<file path="config.mk">
export PLATFORM = sky130hd
export DESIGN_NAME = vfp_mul_sequencer
export DESIGN_NICKNAME = d
export VERILOG_FILES = /design/src/rtl/lagarto_fpu_pkg.sv /design/src/rtl/vseq_tail_be.sv /design/src/rtl/vfp_mul_sequencer.sv
export SDC_FILE = /design/constraint.sdc
export NUM_CORES = 1
export LEC_CHECK = 0
export CORE_AREA = 2 2 329 331
export DETAILED_ROUTE_END_ITERATION = 16
export DIE_AREA = 0 0 331 333
export PLACE_DENSITY = 0.42
export RECOVER_POWER = 50
export SYNTH_ARGS = -nofsm -noshare
export SYNTH_HDL_FRONTEND = slang
export SYNTH_SLANG_ARGS = --single-unit
</file>
<file path="constraint.sdc">
create_clock -name clk_i -period 3.5 [get_ports clk_i]
set_clock_uncertainty 0.2 [all_clocks]
set_input_delay 0.875 -clock clk_i [delete_from_list [all_inputs] [get_ports clk_i]]
set_output_delay 0.875 -clock clk_i [all_outputs]
set_load 0.02 [all_outputs]
</file>
<file path="src/rtl/lagarto_fpu_pkg.sv">
// rtl/lagarto_fpu_pkg.sv - shared types and constants for the vector FP multiply sequencer
package lagarto_fpu_pkg;

    typedef enum logic [2:0] {
        IDLE,
        CHECK,
        READ,
        CAPT,
        ISSUE,
        WAIT,
        WRITE,
        DONE
    } vseq_state_t;

    localparam logic [1:0] SEW32 = 2'b10;
    localparam logic [1:0] SEW64 = 2'b11;

endpackage

</file>
<file path="src/rtl/vseq_tail_be.sv">
// rtl/vseq_tail_be.sv - byte enables for one result chunk, masking lanes past vl on the last chunk
module vseq_tail_be
    import lagarto_fpu_pkg::*;
#(
    parameter int VL_W   = 5,
    parameter int CIDX_W = 2
) (
    input  logic [1:0]        vsew,
    input  logic [VL_W-1:0]   vl,
    input  logic [CIDX_W-1:0] chunk,
    input  logic [VL_W-1:0]   nchunks,
    output logic [15:0]       be
);

    logic              last;
    logic [VL_W+1:0]   base;
    logic [VL_W+1:0]   rem;
    logic [VL_W+1:0]   lane;

    always_comb begin
        last = ({{(VL_W-CIDX_W){1'b0}}, chunk} == (nchunks - VL_W'(1)));
        // elements already covered by the full chunks before this one
        if (vsew == SEW64) begin
            base = {2'b00, nchunks - VL_W'(1)} << 1;
        end else begin
            base = {2'b00, nchunks - VL_W'(1)} << 2;
        end
        rem  = {2'b00, vl} - base;
        lane = '0;
        be   = 16'hFFFF;
        if (last) begin
            for (int b = 0; b < 16; b++) begin
                lane  = (vsew == SEW64) ? (VL_W+2)'(b / 8) : (VL_W+2)'(b / 4);
                be[b] = (lane < rem);
            end
        end
    end

endmodule

</file>
<file path="src/rtl/vfp_mul_sequencer.sv">
// rtl/vfp_mul_sequencer.sv - walks a vector multiply request chunk by chunk through RF read, FU launch and RF write
module vfp_mul_sequencer
    import lagarto_fpu_pkg::*;
#(
    parameter int VLEN    = 512,
    parameter int CHUNK_W = 128,
    parameter int TIMEOUT = 64,
    parameter int CIDX_W  = $clog2(VLEN/128),
    localparam int VL_W   = $clog2(VLEN/32) + 1,
    localparam int AW     = 5 + CIDX_W
) (
    input  logic               clk_i,
    input  logic               rst_i,
    input  logic               req_valid_i,
    output logic               req_ready_o,
    input  logic [1:0]         req_vsew_i,
    input  logic [VL_W-1:0]    req_vl_i,
    input  logic [4:0]         req_vs1_i,
    input  logic [4:0]         req_vs2_i,
    input  logic [4:0]         req_vd_i,
    output logic               rf_rd_en_o,
    output logic [AW-1:0]      rf_rd_vs1_addr_o,
    output logic [AW-1:0]      rf_rd_vs2_addr_o,
    input  logic [CHUNK_W-1:0] rf_rd_vs1_data_i,
    input  logic [CHUNK_W-1:0] rf_rd_vs2_data_i,
    output logic               fu_chip_enable_o,
    output logic [1:0]         fu_vsew_o,
    output logic [CHUNK_W-1:0] fu_vs1_o,
    output logic [CHUNK_W-1:0] fu_vs2_o,
    input  logic               fu_busy_i,
    input  logic               fu_done_i,
    input  logic [CHUNK_W-1:0] fu_vd_i,
    output logic               rf_wr_en_o,
    output logic [AW-1:0]      rf_wr_addr_o,
    output logic [CHUNK_W-1:0] rf_wr_data_o,
    output logic [15:0]        rf_wr_be_o,
    output logic               cmpl_valid_o,
    output logic               cmpl_error_o
);

    localparam int TW = $clog2(TIMEOUT + 1);
    localparam logic [VL_W-1:0] VLMAX32 = VL_W'(VLEN / 32);
    localparam logic [VL_W-1:0] VLMAX64 = VL_W'(VLEN / 64);

    vseq_state_t       state;
    logic [1:0]        vsew_q;
    logic [VL_W-1:0]   vl_q;
    logic [VL_W-1:0]   nch_q;
    logic [4:0]        vs1_q;
    logic [4:0]        vs2_q;
    logic [4:0]        vd_q;
    logic [CIDX_W-1:0] chunk;
    logic [TW-1:0]     tcnt;

    logic [VL_W:0]     vl_ext;
    logic [VL_W:0]     nch_calc;
    logic              illegal;
    logic              chunk_last;
    logic [15:0]       tail_be;

    // nchunks = ceil(vl / EPC), evaluated on the incoming request so it can be latched at accept
    always_comb begin
        vl_ext = {1'b0, req_vl_i};
        if (req_vsew_i == SEW64) begin
            nch_calc = (vl_ext + (VL_W+1)'(1)) >> 1;
        end else begin
            nch_calc = (vl_ext + (VL_W+1)'(3)) >> 2;
        end
    end

    always_comb begin
        illegal = 1'b0;
        if (vsew_q == SEW32) begin
            illegal = (vl_q > VLMAX32);
        end else if (vsew_q == SEW64) begin
            illegal = (vl_q > VLMAX64);
        end else begin
            illegal = 1'b1;
        end
        chunk_last = ({{(VL_W-CIDX_W){1'b0}}, chunk} == (nch_q - VL_W'(1)));
    end

    vseq_tail_be #(
        .VL_W   (VL_W),
        .CIDX_W (CIDX_W)
    ) u_tail_be (
        .vsew    (vsew_q),
        .vl      (vl_q),
        .chunk   (chunk),
        .nchunks (nch_q),
        .be      (tail_be)
    );

    always_ff @(posedge clk_i) begin
        if (rst_i) begin
            state            <= IDLE;
            req_ready_o      <= 1'b1;
            vsew_q           <= '0;
            vl_q             <= '0;
            nch_q            <= '0;
            vs1_q            <= '0;
            vs2_q            <= '0;
            vd_q             <= '0;
            chunk            <= '0;
            tcnt             <= '0;
            rf_rd_en_o       <= 1'b0;
            rf_rd_vs1_addr_o <= '0;
            rf_rd_vs2_addr_o <= '0;
            fu_chip_enable_o <= 1'b0;
            fu_vsew_o        <= '0;
            fu_vs1_o         <= '0;
            fu_vs2_o         <= '0;
            rf_wr_en_o       <= 1'b0;
            rf_wr_addr_o     <= '0;
            rf_wr_data_o     <= '0;
            rf_wr_be_o       <= '0;
            cmpl_valid_o     <= 1'b0;
            cmpl_error_o     <= 1'b0;
        end else begin
            case (state)
                IDLE: begin
                    if (req_valid_i) begin
                        vsew_q      <= req_vsew_i;
                        vl_q        <= req_vl_i;
                        nch_q       <= nch_calc[VL_W-1:0];
                        vs1_q       <= req_vs1_i;
                        vs2_q       <= req_vs2_i;
                        vd_q        <= req_vd_i;
                        req_ready_o <= 1'b0;
                        state       <= CHECK;
                    end
                end
                CHECK: begin
                    if (illegal) begin
                        cmpl_valid_o <= 1'b1;
                        cmpl_error_o <= 1'b1;
                        state        <= DONE;
                    end else if (vl_q == '0) begin
                        cmpl_valid_o <= 1'b1;
                        state        <= DONE;
                    end else begin
                        chunk            <= '0;
                        rf_rd_en_o       <= 1'b1;
                        rf_rd_vs1_addr_o <= {vs1_q, CIDX_W'(0)};
                        rf_rd_vs2_addr_o <= {vs2_q, CIDX_W'(0)};
                        state            <= READ;
                    end
                end
                READ: begin
                    rf_rd_en_o <= 1'b0;
                    state      <= CAPT;
                end
                CAPT: begin
                    fu_vs1_o  <= rf_rd_vs1_data_i;
                    fu_vs2_o  <= rf_rd_vs2_data_i;
                    fu_vsew_o <= vsew_q;
                    state     <= ISSUE;
                end
                ISSUE: begin
                    if (!fu_busy_i) begin
                        fu_chip_enable_o <= 1'b1;
                        tcnt             <= '0;
                        state            <= WAIT;
                    end
                end
                WAIT: begin
                    fu_chip_enable_o <= 1'b0;
                    // a done coinciding with the launch cycle belongs to an older operation
                    if (fu_done_i && !fu_chip_enable_o) begin
                        rf_wr_en_o   <= 1'b1;
                        rf_wr_addr_o <= {vd_q, chunk};
                        rf_wr_data_o <= fu_vd_i;
                        rf_wr_be_o   <= tail_be;
                        state        <= WRITE;
                    end else if (tcnt == TW'(TIMEOUT - 1)) begin
                        cmpl_valid_o <= 1'b1;
                        cmpl_error_o <= 1'b1;
                        state        <= DONE;
                    end else begin
                        tcnt <= tcnt + TW'(1);
                    end
                end
                WRITE: begin
                    rf_wr_en_o <= 1'b0;
                    rf_wr_be_o <= '0;
                    if (chunk_last) begin
                        cmpl_valid_o <= 1'b1;
                        state        <= DONE;
                    end else begin
                        chunk            <= chunk + CIDX_W'(1);
                        rf_rd_en_o       <= 1'b1;
                        rf_rd_vs1_addr_o <= {vs1_q, chunk + CIDX_W'(1)};
                        rf_rd_vs2_addr_o <= {vs2_q, chunk + CIDX_W'(1)};
                        state            <= READ;
                    end
                end
                DONE: begin
                    cmpl_valid_o <= 1'b0;
                    cmpl_error_o <= 1'b0;
                    req_ready_o  <= 1'b1;
                    state        <= IDLE;
                end
                default: begin
                    state <= IDLE;
                end
            endcase
        end
    end

endmodule

</file>
==> flow_metrics.env, run 1 <==
export IMPL_die_area_mm2=0.110
export IMPL_critical_path_buf_inv_count=1
export IMPL_drc=0
export IMPL_synth_warnings=0
export IMPL_hp_class="reg -> reg"
export IMPL_die_x_um=331
export IMPL_start_util_pct=15.4
export IMPL_layout_common_cells="866 x nand2_1, 835 x clkdlybuf4s50_1, 452 x dfxtp_1"
export IMPL_cp_max_fo=8
export IMPL_ys_seq_area_share_pct=55.1
export IMPL_grt_setup_unrepaired="no"
export IMPL_p_switching_uw=4050
export IMPL_grt_max_degree=134
export IMPL_dr_total_vias=16700
export IMPL_pwr_share_comb_pct=18.0
export IMPL_p_clk_share_pct=42.6
export IMPL_reg2reg_slack_ns=0.48
export IMPL_setup_violations=0
export IMPL_rows=120
export IMPL_syn2layout_area_growth_pct=71.5
export IMPL_vias_per_cell=3.88
export IMPL_port_buffers=839
export IMPL_crit_required_ns=2.42
export IMPL_fmax_mhz=328
export IMPL_hpwl_mm=55.5
export IMPL_path_class="reg -> out"
export IMPL_syn_avg_cell_area_um2=7.86
export IMPL_peakVddDrop_mv=0.422
export IMPL_seqPwrFrac_pct=39.4
export IMPL_tightest_slew_ns=1.51
export IMPL_grt_pass1_wl_mm=109
export IMPL_clk_pin_slew_ns=0.06
export IMPL_synth_cells=2089
export IMPL_min_period_over_period_pct=87.0
export IMPL_worstHoldEndpoint="fu_vs1_o[29]"
export IMPL_cap_violations=1
export IMPL_ant_nets=0
export IMPL_synth_edf_count=0
export IMPL_critPathCaptureType="output port"
export IMPL_intPower_uw=10200
export IMPL_final_min_clock_period_ns=3.05
export IMPL_cts_sinks=452
export IMPL_gp_congestion=0.778
export IMPL_final_util_pct=26.4
export IMPL_slowest_delay_ns=0.70
export IMPL_wl_per_cell_um=17.8
export IMPL_hp_start="fu_vs1_o[29]"
export IMPL_regToRegStartpoint="state[1]"
export IMPL_synth_seq_cells=452
export IMPL_ys_types=54
export IMPL_postCtsSetupRepairBufs=0
export IMPL_r2r_cells=4
export IMPL_cts_root_buf="clkbuf_16"
export IMPL_drv_slew=28
export IMPL_worstPathArrival_ns=1.97
export IMPL_syn_area_mm2=0.0164
export IMPL_drive_gt1_share_pct=4.65
export IMPL_grt_antenna_before_repair=6
export IMPL_cts_hold_buf=0
export IMPL_r2r_end="fu_vs2_o[55]"
export IMPL_cts_buffers=57
export IMPL_grt_pass1_vias=16400
export IMPL_cts_resized=0
export IMPL_core_area_mm2=0.107
export IMPL_nets=3278
export IMPL_synth_fp_nets=2511
export IMPL_fp_dieH_um=333
export IMPL_layout_commonest_cell="nand2_1"
export IMPL_status="finished with violations"
export IMPL_finalSetupTns_ns=0
export IMPL_hold_viol=0
export IMPL_wirelength_mm=76.6
export IMPL_cp_cell_sequence="clkdlybuf4s50_1"
export IMPL_finalHoldWorstSlack_ns=0.250
export IMPL_cp_slowest_cell="clkdlybuf4s50_1"
export IMPL_cts_tree="done"
export IMPL_dr_pass1_iters=4
export IMPL_timing_hold_worst_path_depth=2
export IMPL_swShare_pct=28.4
export IMPL_grt_use_total_pct=13.1
export IMPL_drtIter0Drc=697
export IMPL_critPathTopFamily="buffers and inverters"
export IMPL_violations="max-capacitance violations, max-slew violations"
export IMPL_critPathLaunchType="flip-flop"
export IMPL_ys_async_sr_fraction_pct=0
export IMPL_h_tree_depth=2
export IMPL_clk_path_buf_depth=3
export IMPL_clock_latency_ns=0.62
export IMPL_pin_count=840
export IMPL_grt_overflow_total=0
export IMPL_powerDensity_mw_per_mm2=507
export IMPL_synth_ff_type="dfxtp_1"
export IMPL_p_leak_uw=0.00935
export IMPL_slew_headroom_pct=-0.838
-- cell type report --
| class | instances | area [um^2] |
|---|---|---|
| diodes | 4 | 10.0 |
| clock buffers | 76 | 1620 |
| clock inverters | 28 | 300 |
| fillers | 11700 | 78400 |
| inverters | 15 | 56.3 |
| multi-input cells | 1455 | 6610 |
| flip-flops and latches | 452 | 9050 |
| well taps | 1403 | 1760 |
| repair buffers | 875 | 8760 |
-- cell usage after synthesis (2+ instances only) --
library cell / count / area (um^2)
o21ai_0: 12 / 60.1
and3_1: 3 / 18.8
a31oi_1: 4 / 25.0
or2_2: 3 / 18.8
a211oi_1: 5 / 37.5
buf_1: 4 / 15.0
o21a_1: 2 / 15.0
nor2b_1: 6 / 37.5
o31a_1: 2 / 17.5
nand2_1: 866 / 3250
ha_1: 10 / 125
a2111oi_0: 2 / 17.5
nor3b_1: 2 / 15.0
nand2b_1: 6 / 37.5
xor2_1: 3 / 26.3
nand3_1: 8 / 40.0
o221a_2: 2 / 22.5
o41a_1: 2 / 22.5
nand4_1: 5 / 31.3
nor3_1: 7 / 35.0
buf_2: 22 / 110
dfxtp_1: 452 / 9050
a21oi_1: 437 / 2190
a311oi_1: 3 / 26.3
mux2i_1: 13 / 130
clkbuf_1: 125 / 469
inv_1: 15 / 56.3
or3_1: 2 / 12.5
xnor2_1: 11 / 96.3
buf_4: 14 / 105
nor2_1: 17 / 63.8
and2_1: 2 / 12.5
-- power by group through the flow --
stage	registers, uW	logic (uW)	clock network (uW)
floorplan	5960	999	0
global placement	5720	2670	0
detailed placement	5730	2650	0
CTS	5620	2660	6340
global route	5660	2810	6530
finish	5620	2570	6080
-- routing by layer --
layer  GRT usage, %  wire, um  up-vias
li1               -         -     8313
met4           3.43      1590        2
met5              0        20        -
met3           4.96      6990       86
met2           22.8     38000      532
met1           14.8     30000     7773
-- state kept, by name, indices dropped and copies added (netlist names) --
register and cells:
fu_vs1_o 128, fu_vs2_o 128, rf_wr_data_o 128, rf_rd_vs1_addr_o 7
rf_wr_addr_o 7, tcnt 7, nch_q 5, rf_rd_vs2_addr_o 5
vd_q 5, vl_q 5, vs1_q 5, vs2_q 5
rf_wr_be_o 4, state 3, fu_vsew_o 2, vsew_q 2
cmpl_error_o 1, cmpl_valid_o 1, fu_chip_enable_o 1, req_ready_o 1
rf_rd_en_o 1, rf_wr_en_o 1
-- metrics by stage --
stage | area [um^2] | power [uW] | setup WS, ns | cells
5_1_grt | 28200 | 15000 | 0.201 | 4307
3_3_place_gp | 26400 | 8390 | 0.381 | 4200
2_1_floorplan | 16400 | 6950 | 0.746 | 2089
4_1_cts | 28300 | 14600 | 0.403 | 4304
6_report | 28200 | 14300 | 0.454 | 4308
3_5_place_dp | 26400 | 8380 | 0.509 | 4200
-- cell families (layout without fill, tap and decap cells) --
logic type | after synthesis | after routing | share of synthesized area, %
AOI/OAI and AO/OA | 481 | 481 | 15.3
xor gates and xnor gates | 15 | 15 | 0.846
adders and majority gates | 11 | 11 | 0.884
muxes | 14 | 14 | 0.861
and+or+nand+nor | 934 | 934 | 22.3
buffers and inverters | 182 | 994 | 4.70
other | 0 | 4 | 0
DFF | 452 | 452 | 55.1
-- how the worst max path moves through the flow --
stage / startpoint / end / slack, ns / cells after the start
2_1_floorplan: nch_q[0] / rf_wr_be_o[3] / 0.75 / 10
3_3_place_gp: nch_q[0] / rf_wr_be_o[3] / 0.38 / 10
3_5_place_dp: nch_q[0] / rf_wr_be_o[3] / 0.51 / 10
4_1_cts: rf_rd_vs1_addr_o[0] / rf_rd_vs2_addr_o[0] / 0.40 / 1
5_1_grt: state[1] / fu_vs2_o[84] / 0.20 / 4
6_report: rf_rd_vs1_addr_o[0] / rf_rd_vs2_addr_o[0] / 0.45 / 1
Note: power is estimated with default switching activity, not from simulation.
==> run 2: changes to the inputs <==
--- a/config.mk
+++ b/config.mk
@@ -5,6 +5,7 @@
 export SDC_FILE = /design/constraint.sdc
 export NUM_CORES = 1
 export LEC_CHECK = 0
+export ABC_CLOCK_PERIOD_IN_PS = 3500
 export CORE_AREA = 2 2 329 331
 export DETAILED_ROUTE_END_ITERATION = 16
 export DIE_AREA = 0 0 331 333
==> results of run 2 <==
No change in the layout: final DEF, timing and power equal those of run 1.
==> run 3: changes to the inputs <==
--- a/config.mk
+++ b/config.mk
@@ -6,10 +6,10 @@
 export NUM_CORES = 1
 export LEC_CHECK = 0
 export ABC_CLOCK_PERIOD_IN_PS = 3500
-export CORE_AREA = 2 2 329 331
+export CORE_AREA = 2 2 323 325
 export DETAILED_ROUTE_END_ITERATION = 16
-export DIE_AREA = 0 0 331 333
-export PLACE_DENSITY = 0.42
+export DIE_AREA = 0 0 325 327
+export PLACE_DENSITY = 0.43
 export RECOVER_POWER = 50
 export SYNTH_ARGS = -nofsm -noshare
 export SYNTH_HDL_FRONTEND = slang
==> flow_metrics.env, run 3 (same netlist as run 1, synthesis figures left out) <==
export IMPL_status="finished with violations"
export IMPL_violations="max-capacitance violations, max-slew violations"
export IMPL_finalHoldWorstSlack_ns=0.250
export IMPL_grt_setup_unrepaired="no"
export IMPL_crit_required_ns=3.84
export IMPL_cap_violations=1
export IMPL_power_uw=14300
export IMPL_critPathCaptureType="flip-flop"
export IMPL_grt_antenna_before_repair=7
export IMPL_route_top_layer_used="met5"
export IMPL_drc=0
export IMPL_clock_latency_ns=0.63
export IMPL_rows=118
export IMPL_critPathLaunchType="flip-flop"
export IMPL_cts_root_buf="clkbuf_16"
export IMPL_p_switching_uw=4030
export IMPL_port_buffers=839
export IMPL_nets=3276
export IMPL_wl_met3_mm=5.78
export IMPL_fp_dieH_um=327
export IMPL_wl_met2_mm=36.1
export IMPL_ant_nets=0
export IMPL_powerDensity_mw_per_mm2=507
export IMPL_p_leak_uw=0.00934
export IMPL_postCtsSetupRepairBufs=0
export IMPL_vias_per_cell=3.89
export IMPL_grt_overflow_total=0
export IMPL_hp_class="reg -> reg"
export IMPL_dr_pass1_iters=4
export IMPL_cts_sinks=452
export IMPL_die_area_mm2=0.106
export IMPL_drv_slew=31
export IMPL_cp_max_fo=11
export IMPL_core_area_mm2=0.103
export IMPL_h_tree_depth=2
export IMPL_pwr_share_comb_pct=17.8
export IMPL_fin_ws_ns=0.367
export IMPL_wirelength_mm=75.2
export IMPL_finalSetupTns_ns=0
export IMPL_grt_max_degree=106
export IMPL_regArea_mm2=0.00905
export IMPL_path_class="reg -> reg"
export IMPL_final_fill_count=11200
export IMPL_slew_headroom_pct=-0.0972
export IMPL_grt_use_total_pct=13.5
export IMPL_multi_input_area_mm2=0.00661
export IMPL_grt_pass1_wl_mm=110
export IMPL_fmax_mhz=319
export IMPL_cts_hold_buf=0
export IMPL_drive_gt1_share_pct=4.59
export IMPL_min_period_over_period_pct=89.5
export IMPL_cts_buffers=58
export IMPL_reg_top3="fu_vs1_o (128), fu_vs2_o (128), rf_wr_data_o (128)"
export IMPL_layout_common_cells="866 x nand2_1, 837 x clkdlybuf4s50_1, 452 x dfxtp_1"
export IMPL_intPower_uw=10200
export IMPL_cts_resized=0
export IMPL_worstPathArrival_ns=3.47
export IMPL_grt_pass1_vias=16700
export IMPL_clk_pin_slew_ns=0.06
export IMPL_syn2layout_area_growth_pct=71.3
export IMPL_die_x_um=325
export IMPL_wl_met1_mm=31.0
export IMPL_pin_count=840
export IMPL_drtIter0Drc=729
export IMPL_wl_per_cell_um=17.6
export IMPL_hold_viol=0
export IMPL_gp_congestion=0.800
export IMPL_p_clk_share_pct=42.6
export IMPL_tightest_slew_ns=1.50
export IMPL_clk_path_buf_depth=3
export IMPL_final_min_clock_period_ns=3.13
export IMPL_peakVddDrop_mv=0.340
export IMPL_cts_tree="done"
export IMPL_seqPwrFrac_pct=39.6
export IMPL_setup_violations=0
export IMPL_start_util_pct=16.0
export IMPL_final_util_pct=27.3
export IMPL_swShare_pct=28.3
export IMPL_dp_slack_ns=0.451
export IMPL_dr_total_vias=16700
export IMPL_hpwl_mm=54.2
export IMPL_layout_commonest_cell="nand2_1"
[run 3: routing by layer]
layer / GRT usage, % / up-vias
li1: - / 8302
met1: 15.7 / 7719
met2: 22.9 / 550
met3: 4.65 / 101
met4: 4.84 / 2
met5: 0 / -
[run 3: layout make-up]
cell class | instances | area share [%]
Inverter | 15 | 0.200
Clock buffer | 85 | 6.13
Sequential cell | 452 | 32.2
Antenna cell | 5 | 0.0445
Tap cell | 1380 | 6.14
Multi-Input combinational cell | 1455 | 23.5
Clock inverter | 18 | 0.716
Timing Repair Buffer | 872 | 31.1
[run 3: final timing paths]
path / start / endpoint / slack, ns / depth (start not counted)
setup reg to reg: nch_q[0] / rf_rd_vs2_addr_o[2] / 0.37 / 8
hold / removal: fu_vs2_o[33] / fu_vs2_o[33] / 0.25 / 2
hold reg to reg: fu_vs2_o[33] / fu_vs2_o[33] / 0.25 / 2
setup / recovery: nch_q[0] / rf_rd_vs2_addr_o[2] / 0.37 / 8
[run 3: metrics by stage]
step / cell area [um^2] / cells
finish: 28100 / 4282
global route: 28100 / 4281
CTS: 28300 / 4277
detailed placement: 26300 / 4174
global placement: 26300 / 4174
floorplan: 16400 / 2089
[run 3: power by group through the flow]
stage	registers (uW)	clock network, uW	logic, uW
2_1_floorplan	5960	0	999
3_3_place_gp	5750	0	2640
3_5_place_dp	5760	0	2630
4_1_cts	5650	6350	2640
5_1_grt	5680	6530	2770
6_report	5640	6070	2540
[run 3: worst max-delay path, stage by stage, from the launching register on]
cell	delay (ns)
dfxtp_1	0.32
inv_1	0.04
ha_1	0.33
xnor2_1	0.13
or4_1	0.56
nor2_1	0.47
o32a_2	0.31
clkbuf_2	0.41
mux2i_1	0.24
